## config.mk

```make
export PLATFORM = sky130hd
export DESIGN_NAME = score_board
export DESIGN_NICKNAME = d
export VERILOG_FILES = /design/src/rtl/score_board.sv
export SDC_FILE = /design/constraint.sdc
export NUM_CORES = 1
export LEC_CHECK = 0
export CAP_MARGIN = 40
export CORE_MARGIN = 2
export CORE_UTILIZATION = 25
export CTS_CLUSTER_SIZE = 30
export DETAILED_ROUTE_END_ITERATION = 8
export GPL_ROUTABILITY_DRIVEN = 0
export PLACE_DENSITY_LB_ADDON = 0.15
export SLEW_MARGIN = 10
export SYNTH_ARGS = -nofsm -noshare
export SYNTH_HDL_FRONTEND = slang
export SYNTH_SLANG_ARGS = --single-unit
```

## constraint.sdc

```tcl
create_clock -name Clk -period 11.15 [get_ports Clk]
set_clock_uncertainty 0.1 [all_clocks]
set_input_delay 2.23 -clock Clk [delete_from_list [all_inputs] [get_ports Clk]]
set_output_delay 2.23 -clock Clk [all_outputs]
set_load 0.005 [all_outputs]
```

## src/rtl/score_board.sv

```systemverilog
// score_board: BCD live score, sorted high-score table with multi-cycle insertion, registered display select.
// Define SCORE_BOARD_SATURATE_EN to saturate the live score at all-9s instead of wrapping.
module score_board #(
    parameter int DIGITS = 4,
    parameter int DEPTH  = 4,
    parameter int VIEW_W = $clog2(DEPTH + 1)
) (
    input  logic                Clk,
    input  logic                Reset,
    input  logic [3:0]          add_val,
    input  logic                add_en,
    input  logic                clr_score,
    input  logic                commit,
    input  logic [VIEW_W-1:0]   view_sel,
    output logic [4*DIGITS-1:0] score,
    output logic [4*DIGITS-1:0] disp,
    output logic                disp_is_table,
    output logic                busy,
    output logic                new_record
);
    localparam int W  = 4 * DIGITS;
    localparam int IW = DEPTH > 1 ? $clog2(DEPTH) : 1;
    typedef enum logic [1:0] {IDLE, SCAN, SHIFT, WRITE} state_t;
    state_t        state_q, state_d;
    logic [W-1:0]  score_q, score_d, cand_q, cand_d, disp_q, disp_d, sum, sat;
    logic [W-1:0]  tbl_q [DEPTH];
    logic [IW-1:0] idx_q, idx_d, ins_q, ins_d;
    logic          dit_q, dit_d, nr_q, carry, take;
    logic [4:0]    t;
    logic [3:0]    addv;
    assign addv = add_val > 4'd9 ? 4'd9 : add_val;
    assign take = commit && state_q == IDLE;
    always_comb begin
        sum   = '0;
        carry = 1'b0;
        t     = '0;
        for (int i = 0; i < DIGITS; i++) begin
            t     = {1'b0, score_q[4*i +: 4]} + {1'b0, (i == 0) ? addv : 4'd0} + {4'd0, carry};
            carry = t > 5'd9;
            sum[4*i +: 4] = carry ? t[3:0] - 4'd10 : t[3:0];
        end
    end
`ifdef SCORE_BOARD_SATURATE_EN
    assign sat = carry ? {DIGITS{4'd9}} : sum;
`else
    assign sat = sum;
`endif
    assign score_d = (take || clr_score) ? '0 : add_en ? sat : score_q;
    // BCD packing preserves ordering, so a plain binary compare ranks scores
    always_comb begin
        state_d = state_q;
        idx_d   = idx_q;
        ins_d   = ins_q;
        cand_d  = cand_q;
        case (state_q)
            IDLE: if (commit) begin
                cand_d  = score_q;
                idx_d   = '0;
                state_d = SCAN;
            end
            SCAN: if (cand_q > tbl_q[idx_q]) begin
                ins_d   = idx_q;
                idx_d   = IW'(DEPTH - 1);
                state_d = idx_q == IW'(DEPTH - 1) ? WRITE : SHIFT;
            end else begin
                idx_d   = idx_q + 1'b1;
                state_d = idx_q == IW'(DEPTH - 1) ? IDLE : SCAN;
            end
            SHIFT: begin
                idx_d   = idx_q - 1'b1;
                state_d = idx_q == ins_q + 1'b1 ? WRITE : SHIFT;
            end
            default: state_d = IDLE;
        endcase
    end
    always_comb begin
        disp_d = view_sel == '0 ? score_q : '0;
        dit_d  = 1'b0;
        for (int k = 0; k < DEPTH; k++) begin
            if (view_sel == VIEW_W'(k + 1)) begin
                disp_d = tbl_q[k];
                dit_d  = 1'b1;
            end
        end
    end
    always_ff @(posedge Clk or posedge Reset) begin
        if (Reset) begin
            state_q <= IDLE;
            idx_q   <= '0;
            ins_q   <= '0;
            cand_q  <= '0;
            score_q <= '0;
            disp_q  <= '0;
            dit_q   <= 1'b0;
            nr_q    <= 1'b0;
            for (int k = 0; k < DEPTH; k++) tbl_q[k] <= '0;
        end else begin
            state_q <= state_d;
            idx_q   <= idx_d;
            ins_q   <= ins_d;
            cand_q  <= cand_d;
            score_q <= score_d;
            disp_q  <= disp_d;
            dit_q   <= dit_d;
            nr_q    <= state_q == WRITE && ins_q == '0;
            if (state_q == SHIFT) tbl_q[idx_q] <= tbl_q[idx_q - 1'b1];
            if (state_q == WRITE) tbl_q[ins_q] <= cand_q;
        end
    end
    assign score         = score_q;
    assign disp          = disp_q;
    assign disp_is_table = dit_q;
    assign busy          = state_q != IDLE;
    assign new_record    = nr_q;
endmodule
```

Word-level counts from Yosys, hierarchy flattened
Index checks and enable logic that the tools add are counted.
Operators by class
  add/sub/neg operators: 11
  magnitude comparators: 11
  equal/unequal tests: 10
  multiplexer cells: 39
  bitwise gates (word level): 3
  reduce and logical (&&, ||, !) cells: 14
Operators by type and width (count)
  $mux 16: 13
  $bwmux 64: 2
  $mux 64: 2
  $bmux 16 s2: 2
  $demux 16 s2: 2
  $gt 5x4->1 const B: 4
  $mux 4: 5
  $gt 16x16->1: 1
  $sub 4x4->4 const B: 4
  $add 4x1->5: 3
  $pmux 2 s3: 2
  $ge 3x3->1 const B: 3
  $not 2->3: 3
  $mux 2: 4
  $mux 1: 7
  $eq 2x2->1 const B: 3
  $eq 3x2->1 const B: 2
  $lt 3x1->1 const B: 2
  $reduce_and 2->1: 3
  $add 4x4->5: 1
  $add 2x1->2 const B: 2
  $gt 4x4->1 const B: 1
  $logic_and 1x1->1: 4
  $logic_not 2->1: 2
  10 further kinds: 11
Word-level totals
  bits in registers: 120
  input port bits: 12
  output and inout port bits: 35

Longest topological paths before layout
  word-level depth: 13
  depth in mapped cells: 29

Least setup slack after synthesis
OpenSTA, ideal clock, no wires.
  kind: input -> register
  start point: in add_val[1]
  end point: reg score_q[15], in the netlist score[15]
  library setup time: 0.074 ns
  arrival time: 7.071 ns
  required time: 10.976 ns
  slack: 3.904 ns
  cell stages on the path: 26
  cell sequence: o21ai_0 > nand2b_1 > ha_1 > inv_1 > fa_1 > inv_1 > a21o_1 > a21oi_1 > o21ai_1 > ha_1 > ha_1 > nand2b_1 > mux2i_1 > nor2_1 > ha_1 > ha_1 > o21ai_1 > or2_1 > a2bb2oi_2 > ha_1 > ha_1 > xnor2_1 > ha_1 > or4_4 > a21o_1 > a21oi_2
On the way
  longest elaborated chain between the ends: 13
  elaborated cells on any way between the ends: 14
  classes of those cells: 5 x add/sub; 5 x order compare; 4 x mux
Ends and longest elaborated chain
  start: declaration: RTL line 10  | input logic [3:0] add_val,
  $gt 4x4->1: RTL line 31  | assign addv = add_val > 4'd9 ? 4'd9 : add_val;
  $mux 4 *: RTL line 31
  $add 4x4->5 *: RTL line 38  | t = {1'b0, score_q[4*i +: 4]} + {1'b0, (i == 0) ? addv : 4'd0} + {4'd0, carry};
  $gt 5x4->1 *: RTL line 39  | carry = t > 5'd9;
  $add 4x1->5 *: RTL line 38
  $gt 5x4->1 *: RTL line 39
  $add 4x1->5 *: RTL line 38
  $gt 5x4->1 *: RTL line 39
  $add 4x1->5 *: RTL line 38
  $sub 4x4->4 or $gt 5x4->1 (tied branches): RTL line 40, 39
  $mux 4 *: RTL line 40  | sum[4*i +: 4] = carry ? t[3:0] - 4'd10 : t[3:0];
  $mux 16 * (2 in a row): RTL line 48  | assign score_d = (take || clr_score) ? '0 : add_en ? sat : score_q;
  end signal: assignment: RTL line 102  | score_q <= score_d;
  end: declaration: RTL line 25  | logic [W-1:0] score_q, score_d, cand_q, cand_d, disp_q, disp_d, sum, sat;
Mark *: on every way between the ends. The rest lies on a longest branch, timed or not. The select of a mux whose other input is x is not followed.
A chain may end at the register's enable or synchronous reset.

Final worst setup path
  start point: in add_val[3]
  end point: reg score_q[14], in the netlist score[14]
The elaborated chain is that of the path after synthesis.

==> impl_metrics.csv <==
group,metric,value,unit
worst_hold_path,hold_class,"flip-flop to flip-flop",
cts,clk_pin_slew,0.06,ns
power_and_ir_drop,p_leak,4.226,nW
synth,synth_top_family_by_area,"multiplexers",
die,dieArea,31930,sq um
sta,finalSetupViolCount,0,
route,drc,0,
sta,tns,0,ns
synth,synth_compound_area_share,13.71,%
cts,cts_hold_buf,0,
synth,yosysSeqAreaShare,39.36,%
cts,cts_tree,"yes",
worst_setup_path,crit_path_top_delay_cell,"clkdlybuf4s50_1",
route,via_count,5656,
route,drtIter0Drc,254,
sta,slew_viol_final,0,
cts,cts.sinks,120,
synth,synth-seq-cells,120,
synth,synth.distinct_cells,50,
cts,cts_setup_buffers,0,
finish,syn_to_final_growth,20.12,%
synth,synth-simple-area-share,9.382,%
route,routed_wl,22750,um
sta,rsz0062_at_grt,"false",
die,start_util,25.54,%
route,avgRoutedWirePerCell,19.28,um
sta,slew_headroom,46.60,%
die,core.rowCount,63,
synth,synthAdderAreaFrac,7.315,%
worst_setup_path,max_stage_delay,0.52,ns
sta,worst_pin_slew,0.8010,ns
global_route,grt_pass1_wl,36040,um
route,ant_nets,0,
power_and_ir_drop,power.density,199.8,nW/um^2
cts,h-tree-depth,4,
cts,cts_resized,0,
worst_setup_path,cp.arrival,8.07,ns
global_route,grt_pass1_vias,5825,
sta,hold_viol_final,0,
place,port_buffers,46,
synth,synthArstFlopShare,100.0,%
flow_run,drv_cap,0,
sta,fin_crit,7.868,ns
worst_setup_path,path_max_fanout,7,
synth,ys.flop_type,"dfrtp_1",
synth,avgSynthCellArea,10.31,sq um
global_route,antenna_found_initial,0,
synth,syn_nets,796,
worst_setup_path,crit_required,11.35,ns
synth,synthXorXnorAreaFrac,1.493,%
worst_setup_path,end_kind,"flip-flop",
die,die_h,178.7,um
die,coreArea,29870,sq um
cts,clock_latency,0.41,ns
sta,fmax,127.1,MHz
route,dr.pass1.iters,4,
cts,clk_path_buf_depth,2,
route,viasPerCell,4.793,
synth,synth-edff-count,0,
power_and_ir_drop,vdd_drop_max,0.0001043,V
cts,cts_buffers,17,
worst_setup_path,startpoint_type,"primary input",
finish,fillers,3088,
die,pin_count,47,
place,dp_hpwl,15180,um
worst_setup_path,crit_buf_inv,2,
synth,syn_area,7629,sq um
worst_setup_path,cp_common_cell,"ha_1",
synth,yosys_warnings,0,
finish,diodes,0,
finish,drive_gt1_share,13.04,%
die,die_x,178.7,um
global_route,overflow,0,
worst_setup_path,worstSetupPathType,"primary input to flip-flop",
finish,nets,833,
global_route,grt_usage,15.18,%
synth,synth_area_leaders,"dfrtp_1 39%, mux2i_1 12%, mux4_2 10%",
global_route,grt_max_degree,35,
power_and_ir_drop,p_total,0.001831,W
synth,synth_top_area_share,39.36,%
worst_setup_path,cp_top_family,"adder cells",
sta,fin_hold_ws,0.4741,ns
synth,synth_cells,740,
synth,synthMuxAreaShare,24.36,%
outcome,outcome,"finished, final reports clean",
finish,final_cell_mix,"119 x dfrtp_1, 90 x mux2i_1, 84 x nand2_1",
sta,fin_crit_sh,70.56,%
finish,final_common_cell,"dfrtp_1",
synth,yosys.area.top_type,"dfrtp_1",
cts,cts-root-buf,"clkbuf_16",
-- synthesized netlist by cell type (3+ instances only) --
cell and instances:
a211oi_1 5, a21o_1 3, a21oi_1 33, a22oi_1 14, a31oi_1 4, and2_1 7, buf_1 6, buf_2 9
clkbuf_1 32, dfrtp_1 120, ha_1 43, inv_1 33, mux2_1 7, mux2_2 8, mux2i_1 90, mux4_2 35
nand2_1 84, nand2b_1 10, nand3_1 10, nand4_1 4, nor2_1 29, nor2b_1 7, nor3_1 4, o21ai_0 10
o21ai_1 77, o22ai_1 13, xnor2_1 7, xor2_1 6
-- per-stage QoR --
step | instances | utilization (%) | area (sq um) | worst slack, ns
after global routing | 1180 | 30.67 | 9164 | 2.676
final | 1180 | 30.67 | 9164 | 3.282
after floorplan | 740 | - | 7629 | 3.904
after detailed placement | 1148 | 28.74 | 8587 | 2.813
after CTS | 1180 | 30.67 | 9164 | 3.233
after global placement | 1142 | 28.42 | 8491 | 2.909
-- layer usage --
metal / vias to the layer above / global-route usage [%] / wire (um)
li1: 2761 / - / -
met1: 2776 / 20.87 / 10960
met2: 104 / 25.19 / 10830
met3: 15 / 2.396 / 740
met4: 0 / 3.286 / 223
met5: - / 0 / 0
-- layout make-up --
class / instances / area [sq um] / area share, %
Clock buffer: 24 / 481.7 / 5.257
Clock inverter: 8 / 95.09 / 1.038
Inverter: 35 / 133.9 / 1.461
Multi-Input combinational cell: 536 / 4297 / 46.89
Sequential cell: 120 / 3004 / 32.78
Tap cell: 390 / 488.0 / 5.325
Timing Repair Buffer: 67 / 664.4 / 7.250
-- sequential cells by signal, summed over array words and instances (netlist names) --
register and cells:
tbl_q 64, cand_q 16, disp 16, score 16
idx_q 2, ins_q 2, state_q 2, disp_is_table 1
new_record 1
-- cell families (layout without fill, tap and decap cells) --
kind of cell	after synthesis	in the layout
compound gates	178	178
simple gates	161	161
mux	140	140
flops	120	120
buf+inv	84	134
fa+ha+maj	44	44
xor+xnor	13	13
-- power breakdown --
part / switching [W] / internal, W / total [W]
logic: 0.000343 / 0.000304 / 0.000646
clock network: 0.000203 / 0.000345 / 0.000548
registers: 0.000117 / 0.000519 / 0.000636
-- worst paths after layout --
kind | from | end | slack [ns] | depth (start not counted)
setup reg to reg | score[0] | score[14] | 5.31 | 27
min in group asynchronous | Reset | new_record | 2.08 | 2
hold reg to reg | tbl_q[11] | disp[11] | 0.47 | 2
hold / removal | tbl_q[11] | disp[11] | 0.47 | 2
setup / recovery | add_val[3] | score[14] | 3.28 | 29
max in group asynchronous | Reset | idx_q[0] | 7.61 | 5
-- tightest hold or removal path, stage by stage, from the launching register on --
cell,delay (ns)
dfrtp_1,0.41
nand3_1,0.08
o21ai_1,0.05
Power figures use the tool's default switching activity.
==> patch 1: new RTL, same flow settings <==
Put one more register stage on the output `disp`, with the module's reset. The value now appears one clock later. The other outputs are not delayed to match.
--- a/src/rtl/score_board.sv
+++ b/src/rtl/score_board.sv
@@ -108,7 +108,13 @@
         end
     end
     assign score         = score_q;
-    assign disp          = disp_q;
+    always_ff @(posedge Clk or posedge Reset) begin
+        if (Reset) begin
+            disp <= '0;
+        end else begin
+            disp <= disp_q;
+        end
+    end
     assign disp_is_table = dit_q;
     assign busy          = state_q != IDLE;
     assign new_record    = nr_q;
Check against the original RTL: not equivalent (Yosys sat finds a counterexample within 4 cycles, from zero or initial values and one cycle with Reset high).
==> patch 1 against the unedited design <==
Wire length increased by 6.0%; area after synthesis increased by 6.7%; worst setup slack improved by 33 ps; sequential cell count increased by 16; power decreased by 9.8%; final area increased by 5.7%; clock power increased by 4.9%; final cell count increased by 5.8%; critical endpoint unchanged; largest cell class unchanged.
==> patch 1: results (changes against the unedited design) <==
[global_routing]
grt_max_degree = 72  ; +110%
antenna_found_initial = 1  ; +1
grt_first_pass_wirelength_um = 38000  ; +5.5%

[min_path]
hold_start = disp_q[11]$_DFF_PP0_
min_path_cells = 0  ; -2

[yosys]
synth-compound-area-share_pct = 13.9  ; +0.18 points
synth_sequential_area_ratio_pct = 41.8  ; +2.4 points
synth_fa_ha_area_share_pct = 6.86  ; -0.46 points
yosys_most_used_dff = dfrtp_1
synth_area_leaders = dfrtp_1, mux2i_1, mux4_2, ha_1, o21ai_0
synthXorXnorAreaFrac_pct = 1.40  ; -0.094 points
yosysUniqueCellTypes = 58  ; +16%
avgSynthCellArea_sq_um = 10.7  ; +3.6%
synth_common_cells = dfrtp_1, nand2_1, o21ai_0
synth_mux_area_share_pct = 21.7  ; -2.7 points

[placement]
dp_worst_setup_slack_ps = 2860  ; +42.0 ps
dp_cells = 1217  ; +6.0%
hpwlAfterDp_um = 15800  ; +4.3%

[power]
ir_drop_v = 0.0000978  ; -6.2%
p_leak_uw = 0.00436  ; +3.2%

[critical_path]
reg2reg_depth = 23  ; -15%

[clocking]
clk_latency_ps = 430  ; +20 ps

[run_status]
status = complete, no violations

[layout]
nNetsFinal = 850  ; +2.0%
layout-drive-gt1-share_pct = 14.5  ; +1.5 points

[routing]
wl_met1_um = 11800  ; +7.5%
met2WireLength_um = 11300  ; +4.1%
top_layer_used = met4
wl_per_cell_um = 19.3  ; +0.13%
drt_wl_total_um = 24100  ; +6.0%
routed-via-count = 5900  ; +4.3%
met3_length_um = 778  ; +5.1%

[patch 1: cell types whose count changed in the layout (fill, tap and decap cells not counted), sizes merged, moves of 4 or more]
| cell | unedited run | this run |
|---|---|---|
| dfrtp | 120 | 136 |
| o31ai | 0 | 4 |
| nor2 | 29 | 18 |
| nand2 | 84 | 90 |
| a22o | 0 | 6 |
| clkinvlp | 2 | 7 |
| clkbuf | 24 | 18 |
| a211oi | 5 | 1 |
| mux2i | 90 | 83 |
[patch 1: final timing paths]
kind                                         end  slack (ps)
hold / removal                disp[11]$_DFF_PP0_         250
setup reg to reg           score[14]$_DFFE_PP0P_        5280
hold reg to reg               disp[11]$_DFF_PP0_         250
max in group asynchronous   idx_q[0]$_DFFE_PP0P_        7680
setup / recovery           score[14]$_DFFE_PP0P_        3320
min in group asynchronous     disp[13]$_DFF_PP0_        2200
[patch 1: where the power goes]
group,switching (uW),total (uW),leakage [uW],internal [uW]
Combinational,269,476,0.00221,207
Sequential,62.2,601,0.00188,539
Clock,240,575,0.000267,336
Total,571,1650,0.00436,1080
[patch 1: cell type report]
class                           count  area [sq um]
Clock buffer                       18           439
Clock inverter                     14           149
Tap cell                          442           553
Multi-Input combinational cell    539          4360
Fill cell                        3336         22600
Sequential cell                   136          3400
Timing Repair Buffer               64           638
Inverter                           36           140
[patch 1: per-layer routing]
layer | track usage (%) | vias up
li1 | - | 2822
met4 | 4.32 | 0
met3 | 1.98 | 17
met5 | 0 | -
met2 | 24.0 | 115
met1 | 21.4 | 2946
[patch 1: metrics by stage]
stage | util [%] | total power, uW | area (sq um)
after global placement | 27.9 | 1080 | 9020
after detailed placement | 28.2 | 1090 | 9100
after CTS | 30.0 | 1680 | 9690
after global routing | 30.0 | 1750 | 9690
final | 30.0 | 1650 | 9690
after floorplan | - | 924 | 8140
==> patch 2: new RTL, same flow settings <==
Without the edit above. The option `SCORE_BOARD_SATURATE_EN` is turned on by a define.
--- a/src/rtl/score_board.sv
+++ b/src/rtl/score_board.sv
@@ -1,5 +1,7 @@
 // score_board: BCD live score, sorted high-score table with multi-cycle insertion, registered display select.
 // Define SCORE_BOARD_SATURATE_EN to saturate the live score at all-9s instead of wrapping.
+`define SCORE_BOARD_SATURATE_EN
+
 module score_board #(
     parameter int DIGITS = 4,
     parameter int DEPTH  = 4,
Function: no difference found for any inputs over 10 cycles, from zero or initial values and one cycle with Reset high; that may be too few to reach the edited logic, so the function may still have changed.
==> patch 2 against the unedited design <==
Final area is 1.2% lower; area after synthesis shrank 2.1%; sequential cell count did not move; combinational power barely moved; wire length is 2.9% higher; worst setup slack got worse by 160 ps; sequential power down 2%; power rose by 2.0%; largest cell class unchanged.
==> patch 2: results (changes against the unedited design) <==
[run_status]
status = complete, no violations

[routing]
routed-via-count = 5608  ; -0.85%
vias_per_cell = 4.84  ; +0.95%
wl_per_cell_um = 20.2  ; +4.8%

[global_routing]
grtUsageTotal_pct = 15.7  ; +0.48 points
grt_pass1_vias = 5663  ; -2.8%
grt_first_pass_wirelength_um = 35900  ; -0.25%
grt_max_degree = 42  ; +20%

[placement]
numPortBuffers = 46  ; unchanged
dp_worst_setup_slack_ps = 2680  ; -136 ps
hpwlAfterDp_um = 15600  ; +2.5%
dp_cells = 1127  ; -1.8%

[critical_path]
reg2reg_depth = 24  ; -11%
cp.arrival_ps = 8280  ; +210 ps
path_max_fanout = 8  ; +1

[layout]
nNetsFinal = 811  ; -2.6%
nFillCells = 3048  ; -1.3%
largest_register_ffs = 64  ; unchanged
layout-drive-gt1-share_pct = 15.2  ; +2.2 points

[power]
finalPower_uw = 1870  ; +2.0%
p_comb_share_pct = 34.6  ; -0.7 points
pg_clk_uw = 601  ; +9.7%
p_leak_uw = 0.00415  ; -1.8%
switching_power_uw = 680  ; +2.7%
ir_drop_v = 0.0000821  ; -21%

[sta]
tightest_slew_ps = 846  ; +44.9 ps

[yosys]
yosys_most_used_dff = dfrtp_1
synth_area_leaders = dfrtp_1, mux4_2, mux2i_1, ha_1, o21ai_0
yosysUniqueCellTypes = 45  ; -10%
synth_nets = 771  ; -3.1%
synth_common_cells = dfrtp_1, nand2_1, o21ai_0
syn_inst = 716  ; -3.2%

[clocking]
clk_latency_ps = 420
cts_root_buf = clkbuf_16

[min_path]
min_path_cells = 2  ; unchanged

[patch 2: cell types whose count changed after synthesis, moves of 4 or more]
| cell | unedited run | this run |
|---|---|---|
| a22o_1 | 0 | 5 |
| mux2_1 | 7 | 0 |
| nand3_1 | 10 | 5 |
| o21ai_1 | 77 | 1 |
| buf_2 | 9 | 14 |
| nand2_1 | 84 | 88 |
| mux2_2 | 8 | 20 |
| o21ai_0 | 10 | 86 |
| inv_1 | 33 | 37 |
| mux2i_1 | 90 | 78 |
| nor2_1 | 29 | 23 |
| clkbuf_1 | 32 | 25 |
| a211oi_1 | 5 | 1 |
[patch 2: worst max-delay path, stage by stage]
cell	delay, ps
clkdlybuf4s50_1	520
o21ai_0	100
nand2b_1	70
ha_1	160
inv_1	50
fa_1	390
xor2_1	180
nand2_1	110
inv_1	50
o21ai_1	310
ha_1	300
ha_1	250
mux2_2	340
o21ai_0	330
inv_1	130
ha_1	250
ha_1	240
mux2_2	280
o21ai_0	300
inv_1	110
ha_1	220
ha_1	310
o21a_1	210
o22a_4	250
nor2_2	320
a21oi_1	110
a31oi_1	140
[patch 2: metrics by stage]
stage / cell area [sq um] / hold slack, ps
2_1_floorplan: 7470 / 404
3_3_place_gp: 8350 / 462
3_5_place_dp: 8420 / 465
4_1_cts: 9060 / 480
5_1_grt: 9060 / 526
6_report: 9060 / 473
[patch 2: metal layers]
layer	vias up	part of all wire, %	GRT usage, %
met1	2806	46	20.8
met2	107	48	26.0
met4	0	1.6	4.48
li1	2673	-	-
met3	22	3.5	2.90
met5	-	0	0
[patch 2: path summary, 6_finish.rpt]
kind                            slack (ps)                 start               endpoint
min in group asynchronous             2010                 Reset    tbl_q[19]$_DFF_PP0_
worst min-delay path                   470    tbl_q[9]$_DFF_PP0_      disp[9]$_DFF_PP0_
worst min register to register         470    tbl_q[9]$_DFF_PP0_      disp[9]$_DFF_PP0_
max in group asynchronous             7680                 Reset   idx_q[0]$_DFFE_PP0P_
worst max-delay path                  3120            add_val[3]  score[14]$_DFFE_PP0P_
worst max register to register        5080  score[0]$_DFFE_PP0P_  score[14]$_DFFE_PP0P_
[patch 2: logic make-up after synthesis]
logic type               after synthesis  share of synthesized area (%)
AO/OA/AOI/OAI                        173                           13.4
AND/OR/NAND/NOR                      152                           9.00
multiplexers                         133                           24.0
flip-flops                           120                           40.2
buffers and inverters                 82                           4.51
adder cells (fa/ha/maj)               43                           7.30
XOR/XNOR                              13                           1.52
[patch 2: final cells by class]
cell class / count / share of cell area, %
Timing Repair Buffer: 66 / 7.21
Multi-Input combinational cell: 514 / 45.6
Clock buffer: 18 / 4.85
Sequential cell: 120 / 33.2
Clock inverter: 14 / 2.20
Tap cell: 390 / 5.39
Inverter: 37 / 1.56
